==> src/rtl/seg_pkg.sv <==
// Shared encodings for the tenths counter: FSM state codes, digit geometry and
// the active-low digit-select patterns.
package seg_pkg;

  localparam logic [1:0] ST_IDLE  = 2'd0;
  localparam logic [1:0] ST_RUN   = 2'd1;
  localparam logic [1:0] ST_PAUSE = 2'd2;

  localparam int DIGIT_W    = 4;
  localparam int NUM_DIGITS = 4;

  localparam logic [3:0] SEL_0 = 4'b1110;
  localparam logic [3:0] SEL_1 = 4'b1101;
  localparam logic [3:0] SEL_2 = 4'b1011;
  localparam logic [3:0] SEL_3 = 4'b0111;

  function automatic logic [3:0] digit_sel(input logic [1:0] idx);
    case (idx)
      2'd0:    digit_sel = SEL_0;
      2'd1:    digit_sel = SEL_1;
      2'd2:    digit_sel = SEL_2;
      default: digit_sel = SEL_3;
    endcase
  endfunction

endpackage

==> src/rtl/seg_tenths_counter_bcd_digit.sv <==
// One decade of the BCD count; carry is combinational so a chain of these
// ripples a whole 9999 -> 0000 rollover within a single edge.
module bcd_digit
  import seg_pkg::*;
(
  input  logic               clk_24m,
  input  logic               rst,
  input  logic               clr,
  input  logic               inc,
  output logic [DIGIT_W-1:0] digit,
  output logic               carry
);

  assign carry = inc && (digit == 4'd9);

  always_ff @(posedge clk_24m) begin
    if (rst || clr) begin
      digit <= '0;
    end else if (inc) begin
      digit <= (digit == 4'd9) ? '0 : digit + 1'b1;
    end
  end

endmodule

==> src/rtl/seg_tenths_counter.sv <==
// Four-digit BCD tenths counter with go/clr run control and a free-running
// digit scanner feeding the single-digit segment decoder.
module seg_tenths_counter
  import seg_pkg::*;
#(
  parameter int CNT_TIME  = 2400_000,
  parameter int SCAN_TIME = 24_000
) (
  input  logic        clk_24m,
  input  logic        rst,
  input  logic        go,
  input  logic        clr,
  output logic        running,
  output logic        wrap,
  output logic [15:0] bcd,
  output logic [3:0]  sm_seg_num,
  output logic [3:0]  sm_bit
);

  localparam int PRE_W  = (CNT_TIME > 1) ? $clog2(CNT_TIME) : 1;
  localparam int SCAN_W = (SCAN_TIME > 1) ? $clog2(SCAN_TIME) : 1;
  localparam logic [PRE_W-1:0]  PRE_LAST  = PRE_W'(CNT_TIME - 1);
  localparam logic [SCAN_W-1:0] SCAN_LAST = SCAN_W'(SCAN_TIME - 1);

  logic [1:0]           state_q;
  logic [1:0]           state_d;
  logic [PRE_W-1:0]     presc_q;
  logic                 tick;
  logic [NUM_DIGITS:0]  inc;
  logic [SCAN_W-1:0]    scan_p0;
  logic [1:0]           idx_p0;

  // clr outranks go; go toggles between RUN and PAUSE, or starts from IDLE
  always_comb begin
    state_d = state_q;
    if (clr) begin
      state_d = ST_IDLE;
    end else if (go) begin
      case (state_q)
        ST_IDLE:  state_d = ST_RUN;
        ST_RUN:   state_d = ST_PAUSE;
        ST_PAUSE: state_d = ST_RUN;
        default:  state_d = ST_IDLE;
      endcase
    end
  end

  assign tick   = (state_q == ST_RUN) && (presc_q == PRE_LAST);
  assign inc[0] = tick && !clr;

  // running decodes the next state so it rises on the same edge that samples go
  always_ff @(posedge clk_24m) begin
    if (rst) begin
      state_q <= ST_IDLE;
      running <= 1'b0;
      wrap    <= 1'b0;
      presc_q <= '0;
    end else begin
      state_q <= state_d;
      running <= (state_d == ST_RUN);
      wrap    <= inc[NUM_DIGITS];
      if (clr || state_q == ST_IDLE) begin
        presc_q <= '0;
      end else if (state_q == ST_RUN) begin
        presc_q <= tick ? '0 : presc_q + 1'b1;
      end
    end
  end

  for (genvar g = 0; g < NUM_DIGITS; g++) begin : g_digit
    bcd_digit u_digit (
      .clk_24m (clk_24m),
      .rst     (rst),
      .clr     (clr),
      .inc     (inc[g]),
      .digit   (bcd[g*DIGIT_W +: DIGIT_W]),
      .carry   (inc[g+1])
    );
  end

  // scan stage p0: slot timer and digit index
  always_ff @(posedge clk_24m) begin
    if (rst) begin
      scan_p0 <= '0;
      idx_p0  <= 2'd0;
    end else if (scan_p0 == SCAN_LAST) begin
      scan_p0 <= '0;
      idx_p0  <= idx_p0 + 2'd1;
    end else begin
      scan_p0 <= scan_p0 + 1'b1;
    end
  end

  // output stage: digit value and select both taken from the same idx_p0
  always_ff @(posedge clk_24m) begin
    if (rst) begin
      sm_seg_num <= 4'h0;
      sm_bit     <= SEL_0;
    end else begin
      sm_seg_num <= bcd[{idx_p0, 2'b00} +: DIGIT_W];
      sm_bit     <= digit_sel(idx_p0);
    end
  end

endmodule

==> config.mk <==
export PLATFORM = sky130hd
export DESIGN_NAME = seg_tenths_counter
export DESIGN_NICKNAME = d
export VERILOG_FILES = /design/src/rtl/seg_pkg.sv /design/src/rtl/seg_tenths_counter_bcd_digit.sv /design/src/rtl/seg_tenths_counter.sv
export SDC_FILE = /design/constraint.sdc
export NUM_CORES = 1
export LEC_CHECK = 0
export BUFFER_PORTS_ARGS = -buffer_cell sky130_fd_sc_hd__buf_2
export CORE_ASPECT_RATIO = 1.25
export CORE_UTILIZATION = 30
export CTS_BUF_LIST = sky130_fd_sc_hd__clkbuf_2 sky130_fd_sc_hd__clkbuf_4 sky130_fd_sc_hd__clkbuf_8
export CTS_CLUSTER_SIZE = 20
export DETAILED_ROUTE_END_ITERATION = 8
export HOLD_SLACK_MARGIN = 0.02
export SYNTH_ARGS = -nofsm -noshare
export SYNTH_HDL_FRONTEND = slang
export SYNTH_HIERARCHICAL = 1
export SYNTH_SLANG_ARGS = --single-unit
==> constraint.sdc <==
create_clock -name clk_24m -period 7.05 [get_ports clk_24m]
set_input_delay 0.705 -clock clk_24m [delete_from_list [all_inputs] [get_ports clk_24m]]
set_output_delay 0.705 -clock clk_24m [all_outputs]
set_load 0.01 [all_outputs]
==> impl_metrics.py <==
metrics = {
    "route": {
        "wl_met2_um": 3070,
        "ant_nets": 0,
        "vias": 2522,
        "wl_met3_um": 224,
        "wl_met1_um": 2830,
        "drt-total-wl_um": 6290,
        "wire_per_inst_um": 12.6,
        "first_pass_iters": 4,
        "via_per_inst": 5.04,
        "drt_iter0_drc": 115,
        "drc": 0,
        "top_layer": "met4",
    },
    "worst_setup_path": {
        "slowest_stage": "nor3b_1",
        "reg2reg_depth": 13,
        "cp_slowest_stage_delay_ps": 510,
        "crit_type": "reg -> reg",
        "cp-start-kind": "flop",
        "cp_max_fo": 13,
        "crit_required_ps": 7320,
        "cp-end-kind": "flop",
        "worstPathArrival_ps": 4460,
        "critical_path.cell_chain": "ha_1 -> and3b_1 -> nand3_2 -> nor3_1 -> nand2_2 -> nor3b_1 -> nand2_2 -> nor3b_1 -> nand2_2 -> nor3b_1 -> nand2_2 -> or3_1 -> a211oi_2",
        "cp_common_cell": "nand2_2",
    },
    "logic_synthesis": {
        "synthFlopType": "dfxtp_1",
        "ys_ff_latch": 67,
        "synth_top_cell_by_area": "dfxtp_1",
        "netlist_area_um2": 3130,
        "syn_inst": 336,
        "synthDistinctLibCells": 48,
        "yosysWarningCount": 6,
        "yosysSeqAreaShare_pct": 42.8,
        "syn_area_per_cell_um2": 9.32,
        "async_flop_share_pct": 0,
        "synth.top_cells.by_area": "dfxtp_1 (43%), xor2_1 (3.9%), xnor2_1 (3.4%), nor2_1 (3.2%), a21oi_1 (3.0%)",
        "synth_top_area_share_pct": 42.8,
        "synth_edf_count": 0,
        "synth_nets": 346,
    },
    "global_routing": {
        "track_usage_pct": 13.0,
        "grt_pass1_wl_um": 11000,
        "grt_max_degree": 30,
        "antenna_found_initial": 0,
        "grt_pass1_vias": 2397,
        "grt-ovfl-total": 0,
    },
    "clocking": {
        "clock_path_buffers": 2,
        "clock_sinks": 67,
        "post_cts_buffers": 0,
        "cts_tree": "yes",
        "clkTransAtPathRegs_ps": 70,
        "clkLatencyLatePin_ps": 350,
        "root_buffer": "clkbuf_8",
        "htree_levels": 3,
        "cts_resized": 0,
        "ctsHoldBuffers": 0,
        "cts-buffers-inserted": 9,
    },
    "placed_design": {
        "place_hpwl_um": 4430,
        "port_buffers": 29,
        "post-place-cells": 484,
        "globalplace.congestion": 0.756,
        "dp_slack_ps": 2890,
        "placed_cell_area_um2": 3390,
    },
    "power_and_ir_drop": {
        "p_leak_nw": 1.21,
        "ir_drop_v": 0.000115,
        "power_density_nw_per_um2": 207,
        "power_w": 0.000748,
    },
    "floorplanning": {
        "dieWidth_um": 93.4,
        "coreArea_um2": 10100,
        "dieArea_um2": 10900,
        "die_height_um": 116,
        "rows": 41,
        "start_util_pct": 31.0,
        "pin_count": 30,
    },
    "timing": {
        "hold_viol": 0,
        "finalClockSkew_ps": 9.39,
        "max-slew-margin-rel_pct": 22.2,
        "fin_ws_ps": 2870,
        "fin_crit_ps": 4180,
        "finalCritPeriodShare_pct": 59.3,
        "rsz0062_at_grt": "false",
        "max_slew.worst_pin.slew_ps": 1170,
        "max_freq_mhz": 239,
        "setup_viol": 0,
        "slew_violations": 0,
        "tns_ps": 0,
    },
    "layout": {
        "syn_to_final_growth_pct": 15.2,
        "final_cells": 500,
        "n_antenna_cell": 0,
        "fin_nets": 376,
        "final_area_um2": 3610,
        "drive_gt1_share_pct": 20.2,
    },
    "outcome": {
        "outcome": "completed",
    },
    "hold_path": {
        "hold_depth": 1,
        "worstHoldPathType": "reg -> reg",
    },
    "job": {
        "drv_cap": 0,
    },
}
## logic make-up (layout without fill, tap and decap cells)
group                      count (synthesis)  in the layout  synth area share, %
and+or+nand+nor                          155            155                 29.2
DFF                                       67             67                 42.8
adders and majority gates                  6              6                 2.40
buffers and inverters                     17             52                 2.36
AOI/OAI and AO/OA                         59             59                 12.3
muxes                                      6              6                 3.56
xor gates and xnor gates                  26             26                 7.27
## cell usage in the layout (no fill, tap or decap), types with 3 or more instances in the layout
master,netlist,layout
a211oi_1,4,4
a211oi_2,4,4
a21oi_1,19,19
and4_1,4,4
and4b_1,3,3
and4b_2,4,4
buf_2,4,29
clkbuf_8,0,9
dfxtp_1,67,67
ha_1,6,6
inv_1,7,7
mux4_2,4,4
nand2_1,21,21
nand2_2,4,4
nand2b_1,4,4
nand3_1,17,17
nand4_1,6,6
nor2_1,27,27
nor2b_1,10,10
nor2b_2,4,4
nor3_1,10,10
nor3b_1,5,5
o21ai_0,17,17
o31ai_1,9,9
or3_1,11,11
or4_1,7,7
or4_4,3,3
xnor2_1,12,12
xor2_1,14,14
## final cells by class
type	instances	area (um2)
Clock inverter	5	77.6
Multi-Input combinational cell	252	1720
Fill cell	1031	6500
Sequential cell	67	1340
Clock buffer	11	139
Timing Repair Buffer	29	145
Tap cell	129	161
Inverter	7	26.3
## power breakdown
group,total (W),switching (W),internal (W)
sequential,0.000383,0.00000225,0.000381
combinational,0.0000150,0.0000100,0.00000495
clock,0.000350,0.000145,0.000206
total,0.000748,0.000157,0.000591
## path summary, 6_finish.rpt
kind / slack [ps] / start / end
max reg2reg: 2870 / presc_q[0] / g_digit[3].u_digit/digit[1]
min: 470 / scan_p0[0] / scan_p0[0]
min reg2reg: 470 / scan_p0[0] / scan_p0[0]
max: 2870 / presc_q[0] / g_digit[3].u_digit/digit[1]
## worst max-delay path: cells and delay by family, from the launching register on
family	cells	cell delay, ps
fa+ha+maj	1	150
compound gates	1	180
simple gates	11	3390
flops	1	370
## layer usage
layer / GRT usage, % / vias to the layer above
li1: - / 1276
met1: 14.9 / 1206
met2: 21.7 / 27
met3: 3.58 / 13
met4: 8.10 / 0
met5: 0 / -
## registers in the layout, indices dropped and copies added, names as in the netlist
register / count
g_digit.u_digit/digit: 16
idx_p0: 2
presc_q: 22
running: 1
scan_p0: 15
sm_bit: 4
sm_seg_num: 4
state_q: 2
wrap: 1
## synth_stat cells, drive strengths merged (4+ instances only)
cell and n:
a211oi 8, a21oi 20, xnor2 12, or4 10, nor2 27, clkbuf 5
nand4 6, o31ai 9, and4b 7, nor3b 5, nor3 10, nand2b 4
buf 5, o21ai 17, dfxtp 67, xor2 14, inv 7, nor2b 14
nand2 25, or3 11, ha 6, mux4 4, and4 4, nand3 19
## per-stage QoR
| step | utilization (%) | hold WS [ps] |
|---|---|---|
| 2_1_floorplan | - | 430 |
| 4_1_cts | 35.7 | 481 |
| 5_1_grt | 35.7 | 506 |
| 6_report | 35.7 | 472 |
| 3_3_place_gp | 33.6 | 443 |
| 3_5_place_dp | 33.6 | 469 |
(Power assumes the default switching activity.)
